`src/rtl/audio_reset_seq.sv`:
```
`default_nettype none
// ============================================================================
// Module   : audio_reset_seq
// Brief    : Lock-qualified, staggered reset sequencer for the 12.288 MHz
//            audio domain. Optional macro AUDIO_RST_CAUSE_EN adds rst_cause.
// Revision : 1.0 - initial release
// ============================================================================
module audio_reset_seq #(
    parameter int SYNC_STAGES    = 3,
    parameter int NUM_OUT        = 4,
    parameter int HOLD_CYCLES    = 1024,
    parameter int STAGGER_CYCLES = 16,
    parameter int CNT_W          = 16
) (
    input  logic               clk_12m288,
    input  logic               resetn,
    input  logic               locked,
    input  logic               soft_rst,
    output logic [NUM_OUT-1:0] reset_n,
    output logic               ready
`ifdef AUDIO_RST_CAUSE_EN
    ,
    output logic [1:0]         rst_cause
`endif
);

    localparam int c_stagger_span = STAGGER_CYCLES * (NUM_OUT - 1);
    localparam int c_cnt_need     = (HOLD_CYCLES > c_stagger_span) ? HOLD_CYCLES : c_stagger_span;
    localparam bit c_all_at_once  = (NUM_OUT == 1) || (STAGGER_CYCLES == 0);
    localparam logic [CNT_W-1:0] c_hold_last = CNT_W'(HOLD_CYCLES - 1);

    generate
        if (SYNC_STAGES < 2 || NUM_OUT < 1 || HOLD_CYCLES < 1 || STAGGER_CYCLES < 0) begin : g_param_err
            $error("audio_reset_seq: parameter out of range");
        end
        if ((c_cnt_need >> CNT_W) != 0) begin : g_cnt_w_err
            $error("audio_reset_seq: CNT_W too small for HOLD_CYCLES / stagger span");
        end
    endgenerate

    typedef enum logic [1:0] {
        ST_HOLD    = 2'd0,
        ST_RELEASE = 2'd1,
        ST_RUN     = 2'd2
    } state_t;

    state_t                   r_state;
    logic [CNT_W-1:0]         r_cnt;
    logic [NUM_OUT-1:0]       r_reset_n;
    logic                     r_ready;
    logic [SYNC_STAGES-1:0]   r_src_sync;
    logic [SYNC_STAGES-1:0]   r_lock_sync;
    logic [NUM_OUT-1:0]       w_hit;
    logic                     w_src_ok_q;
    logic                     w_restart;

    // Both chains are cleared by resetn so lock is re-qualified after every reset.
    always_ff @(posedge clk_12m288 or negedge resetn) begin
        if (!resetn) begin
            r_src_sync  <= '0;
            r_lock_sync <= '0;
        end else begin
            r_src_sync  <= {r_src_sync[SYNC_STAGES-2:0], 1'b1};
            r_lock_sync <= {r_lock_sync[SYNC_STAGES-2:0], locked};
        end
    end

    assign w_src_ok_q = r_src_sync[SYNC_STAGES-1] & r_lock_sync[SYNC_STAGES-1];
    assign w_restart  = ~w_src_ok_q | soft_rst;

    always_comb begin
        w_hit = '0;
        for (int k = 1; k < NUM_OUT; k++) begin
            w_hit[k] = (r_cnt == CNT_W'(k * STAGGER_CYCLES - 1));
        end
    end

`ifdef AUDIO_RST_CAUSE_EN
    logic [1:0] r_rst_cause;
    assign rst_cause = r_rst_cause;
`endif

    always_ff @(posedge clk_12m288 or negedge resetn) begin
        if (!resetn) begin
            r_state   <= ST_HOLD;
            r_cnt     <= '0;
            r_reset_n <= '0;
            r_ready   <= 1'b0;
`ifdef AUDIO_RST_CAUSE_EN
            r_rst_cause <= 2'b00;
`endif
        end else if (w_restart) begin
            r_state   <= ST_HOLD;
            r_cnt     <= '0;
            r_reset_n <= '0;
            r_ready   <= 1'b0;
`ifdef AUDIO_RST_CAUSE_EN
            if (!r_src_sync[SYNC_STAGES-1])
                r_rst_cause <= 2'b00;
            else if (!r_lock_sync[SYNC_STAGES-1])
                r_rst_cause <= 2'b01;
            else
                r_rst_cause <= 2'b10;
`endif
        end else begin
            case (r_state)
                ST_HOLD: begin
                    if (r_cnt == c_hold_last) begin
                        r_cnt <= '0;
                        if (c_all_at_once) begin
                            r_reset_n <= '1;
                            r_state   <= ST_RUN;
                        end else begin
                            r_reset_n <= NUM_OUT'(1);
                            r_state   <= ST_RELEASE;
                        end
                    end else begin
                        r_cnt <= r_cnt + CNT_W'(1);
                    end
                end
                ST_RELEASE: begin
                    // Bit 0 is already set, so OR-ing the hit vector keeps release order monotonic.
                    r_cnt     <= r_cnt + CNT_W'(1);
                    r_reset_n <= r_reset_n | w_hit;
                    if (w_hit[NUM_OUT-1])
                        r_state <= ST_RUN;
                end
                ST_RUN: begin
                    r_ready <= 1'b1;
                end
                default: begin
                    r_state <= ST_HOLD;
                end
            endcase
        end
    end

    assign reset_n = r_reset_n;
    assign ready   = r_ready;

endmodule
`default_nettype wire

```
`config.mk`:
```
export PLATFORM = sky130hd
export DESIGN_NAME = audio_reset_seq
export DESIGN_NICKNAME = d
export VERILOG_FILES = /design/src/rtl/audio_reset_seq.sv
export SDC_FILE = /design/constraint.sdc
export NUM_CORES = 1
export LEC_CHECK = 0
export CAP_MARGIN = 15
export CELL_PAD_IN_SITES_DETAIL_PLACEMENT = 0
export CELL_PAD_IN_SITES_GLOBAL_PLACEMENT = 2
export CORE_MARGIN = 1.5
export CORE_UTILIZATION = 40
export CTS_BUF_LIST = sky130_fd_sc_hd__clkbuf_4
export DETAILED_ROUTE_END_ITERATION = 7
export PLACE_DENSITY = 0.87
export SETUP_SLACK_MARGIN = 0.3
export SYNTH_ARGS = -nofsm -noshare
export SYNTH_HDL_FRONTEND = slang
export SYNTH_SLANG_ARGS = --single-unit
```
`constraint.sdc`:
```
create_clock -name clk_12m288 -period 3.6 [get_ports clk_12m288]
set_input_delay 0.72 -clock clk_12m288 [delete_from_list [all_inputs] [get_ports clk_12m288]]
set_output_delay 0.72 -clock clk_12m288 [all_outputs]
set_load 0.02 [all_outputs]
```
; ---- Yosys cells after proc, flatten, opt, wreduce, memory -nomap -nowiden
; Index checks and enable logic that the tools add are counted.
; Widths: inputs -> output; s select.
[totals]
regBits = 29
in_bits = 4
output_inout_bits = 5
elab_cells = 37
[op_classes]
n_addsub = 1
eq_ne = 9
muxes = 12
n_bitwise = 4
reduce_logical = 5
[op_table]
columns = op, n
row1 = $mux 16, 2
row2 = $pmux 16 s2, 1
row3 = $add 16x1->16 const B, 1
row4 = $eq 16x10->1 const B, 1
row5 = $eq 16x4->1 const B, 1
row6 = $eq 16x5->1 const B, 1
row7 = $eq 16x6->1 const B, 1
row8 = $mux 4, 2
row9 = $pmux 4 s2, 1
row10 = $mux 2, 3
row11 = $ne 3x3->1 const B, 2
row12 = $pmux 2 s3, 1
row13 = $or 4x4->4, 1
row14 = $reduce_and 3->1, 1
row15 = $reduce_bool 3->1, 1
row16 = $eq 2x1->1 const B, 1
row17 = $eq 2x2->1 const B, 1
row18 = $logic_not 2->1, 1
row19 = $mux 1, 2
row20 = $ne 2x2->1 const B, 1
row21 = $reduce_and 2->1, 1
row22 = $reduce_bool 2->1, 1
row23 = $and 1x1->1, 1
row24 = $not 1->1, 1
row25 = $or 1x1->1, 1

; ---- Logic depth before layout (Yosys ltp)
[depth]
depth_word = 5
ltp_mapped = 6
depth_no_buf = 5

; ---- Worst setup path before layout
; No wires, ideal clock.
[synth_path]
path_type = input port to flip-flop
startpoint = input port soft_rst
endpoint = register r_reset_n[1] (netlist: reset_n[1])
setup_ns = 0.084
t_arrival_ns = 1.826
t_required_ns = 3.516
path_slack_ns = 1.691
stages = 4
cell_sequence = nand3b_1 or3_1 or4_1 o21ai_0
[synth_between]
elab_chain_len = 3
[synth_lines]
columns = element, line_no
row1 = "start, declared", 18  ; input logic soft_rst,
row2 = $or 1x1->1 (*), 69  ; assign w_restart = ~w_src_ok_q | soft_rst;
row3 = $ne 3x3->1 (no line) or $reduce_bool 3->1 (tied branches), -
row4 = $reduce_and 2->1 (no line), -
row5 = "end signal, assigned", 124  ; r_reset_n <= r_reset_n | w_hit;
row6 = "end, declared", 49  ; logic [NUM_OUT-1:0] r_reset_n;
; Every way passes the cells marked *; elsewhere a longest branch is shown, timed or not.
; A chain may end at the register's enable or synchronous reset.

; ---- Final worst setup path
; Same ends and word-level chain as after synthesis.

==> flow_metrics.py <==
metrics = {
    "global_route": {
        "first_global_vias": 1031,
        "grt_remaining_overflow": 0,
        "grt_max_degree": 30,
        "track_usage_pct": 19.3,
        "grt_pass1_wl_um": 5000,
        "antenna_found_initial": 0,
    },
    "routing": {
        "vias_per_cell": 5.48,
        "avgRoutedWirePerCell_um": 15.1,
        "first_pass_iters": 4,
        "first_iter_violations": 58,
        "ant_nets": 0,
        "routed_wl_um": 2910,
        "vias": 1052,
        "drc": 0,
    },
    "die": {
        "dieHeight_um": 61.3,
        "die_area_um2": 3760,
        "std_cell_rows": 20,
        "die_x_um": 61.3,
        "start_util_pct": 43.1,
        "io_pins": 9,
        "core-area_um2": 3150,
    },
    "yosys": {
        "synth_cell_types": 36,
        "synthArstFlopShare_pct": 100,
        "synth_xor_area_share_pct": 3.86,
        "synth_cells": 134,
        "synth-edff-count": 0,
        "synth_simple_gate_area_share_pct": 28.5,
        "synth_ff_type": "dfrtp_1",
        "ys_seq_elements": 29,
        "synth_area_um2": 1360,
        "ys_seq_area_share_pct": 53.4,
        "syn_nets": 139,
        "syn_area_per_cell_um2": 10.1,
        "synth_compound_area_share_pct": 10.9,
        "ys_warn_count": 0,
        "synthAdderAreaFrac_pct": 0.920,
        "synth_top_family_by_area": "simple AND/OR/NAND/NOR gates",
        "muxShareOfSynthArea_pct": 0,
    },
    "clock_tree": {
        "clock_path_buffers": 2,
        "path_clk_slew_ns": 0.09,
        "cts_sinks": 29,
        "cts_setup_buffers": 0,
        "root_buffer": "clkbuf_4",
        "numCtsBuffers": 5,
        "cts_resized": 0,
        "cts_hold_buffers": 0,
        "cts_htree_levels": 2,
        "cts_tree": "done",
        "insertion_delay_ns": 0.34,
    },
    "placed_design": {
        "placed_area_um2": 1490,
        "routabilityCongestion": 0.772,
        "dp_cells": 184,
        "numPortBuffers": 8,
        "dpl.hpwl_um": 2000,
    },
    "setup_path": {
        "cp_max_fo": 10,
        "path_class": "in2reg",
        "end_kind": "register",
        "cp.arrival_ns": 2.51,
        "start_kind": "primary input",
        "reg2reg_slack_ns": 1.41,
        "required_ns": 3.86,
    },
    "timing": {
        "finalCritPeriodShare_pct": 62.4,
        "tightest_slew_ns": 0.690,
        "hold_violations": 0,
        "max_slew_margin_pct": 53.7,
        "period_minus_slack_ns": 2.25,
        "finalSetupTns_ns": 0,
        "fmax_ghz": 0.445,
        "rsz0062_at_grt": "no",
        "setup_viol": 0,
        "clock_skew_ns": 0.0123,
        "slew_viol_final": 0,
    },
    "finish": {
        "multi_input_area_um2": 606,
        "fin_cells": 192,
        "synthToLayoutAreaGrowth_pct": 15.3,
        "nets": 152,
        "register_area_um2": 726,
        "nFillCells": 316,
        "drive_above_1_share_pct": 8.78,
        "finalInstanceArea_um2": 1570,
        "diodes": 0,
    },
    "flow_run": {
        "drv_cap": 0,
    },
    "power": {
        "power.density_nw_per_um2": 392,
        "static-leakage-power_nw": 0.603,
        "max-vdd-ir-drop_v": 0.000260,
    },
    "hold_path": {
        "min_path_type": "reg2reg",
    },
    "outcome": {
        "status": "finished clean",
    },
}
## cell families after synthesis
logic type	after synthesis
buffers and inverters	7
AND/OR/NAND/NOR	65
AO/OA/AOI/OAI	25
XOR/XNOR	6
flip-flops	29
adder cells (fa/ha/maj)	1
other	1
## worst paths after layout
| check | end | startpoint | cells after the start |
|---|---|---|---|
| min in group asynchronous | r_cnt[15] | resetn | 2 |
| worst max register to register | r_cnt[3] | r_cnt[10] | 4 |
| max in group asynchronous | r_cnt[10] | resetn | 2 |
| worst min-delay path | r_src_sync[1] | r_src_sync[0] | 0 |
| worst min register to register | r_src_sync[1] | r_src_sync[0] | 0 |
| worst max-delay path | reset_n[1] | soft_rst | 5 |
## where the power goes
part	leakage [nW]	internal (mW)	switching [mW]
combinational	0.168	0.00517	0.0115
sequential	0.391	0.329	0.00248
clock	0.0433	0.152	0.113
## placed cells by master (no fill, tap or decap), types with 2 or more instances in the layout
cell / Yosys / routed
dfrtp_1: 29 / 29
nor2_1: 13 / 13
o21ai_0: 9 / 9
nand3_1: 8 / 8
nand2_1: 8 / 8
clkdlybuf4s50_1: 0 / 8
or3_1: 7 / 7
a21oi_1: 7 / 7
clkbuf_4: 0 / 6
or4_1: 5 / 5
inv_1: 4 / 4
xnor2_1: 4 / 4
nand3b_1: 3 / 3
nor3_1: 3 / 3
nor4_1: 3 / 3
o31ai_1: 3 / 3
o2bb2ai_1: 2 / 2
nand4b_1: 2 / 2
or3_2: 2 / 2
nand2b_1: 2 / 2
xor2_1: 2 / 2
## cell usage after synthesis (2+ instances only)
master	count	area (um^2)
nand4b_1	2	17.5
nor4_1	3	18.8
xnor2_1	4	35.0
nor3_1	3	15.0
xor2_1	2	17.5
o2bb2ai_1	2	17.5
buf_2	2	10.0
inv_1	4	15.0
nand3_1	8	40.0
or4_1	5	37.5
nor2_1	13	48.8
or3_1	7	43.8
nand3b_1	3	22.5
dfrtp_1	29	726
o21ai_0	9	45.0
or3_2	2	15.0
o31ai_1	3	22.5
a21oi_1	7	35.0
nand2b_1	2	12.5
nand2_1	8	30.0
## worst max-delay path, stage by stage
cell and delay, ns:
clkdlybuf4s50_1 0.45, nand3b_1 0.39, or3_1 0.45, or4_1 0.42, o21ai_0 0.08
## metrics by stage
stage                     power (mW)  hold slack, ns  utilization, %  setup slack (ns)
after CTS                      0.624           0.365            49.7              1.37
after global routing           0.642           0.368            49.7              1.21
after detailed placement       0.355           0.338            47.2             0.991
after global placement         0.355           0.340            47.2              1.09
after floorplan                0.342           0.331               -              1.69
final                          0.614           0.361            49.7              1.35
## metal layers
metal	track usage, %	up-vias	part of all wire, %
met3	6.30	4	3.0
met4	8.39	0	1.6
met2	29.3	13	47
met1	25.2	523	48
li1	-	512	-
met5	0	-	0
## registers in the layout (all words and copies together), names as in the netlist
name and cells:
r_cnt 16, r_lock_sync 3, r_src_sync 3, r_state 2, ready 1, reset_n 4
## layout make-up
type / instances / share of cell area, %
clock buffer: 6 / 2.87
timing repair buffer: 9 / 5.59
inverter: 4 / 0.958
clock inverter: 2 / 2.15
sequential: 29 / 46.3
tap: 44 / 3.51
multi-input combinational: 98 / 38.6
No activity file was read; power rests on OpenSTA's default activity.
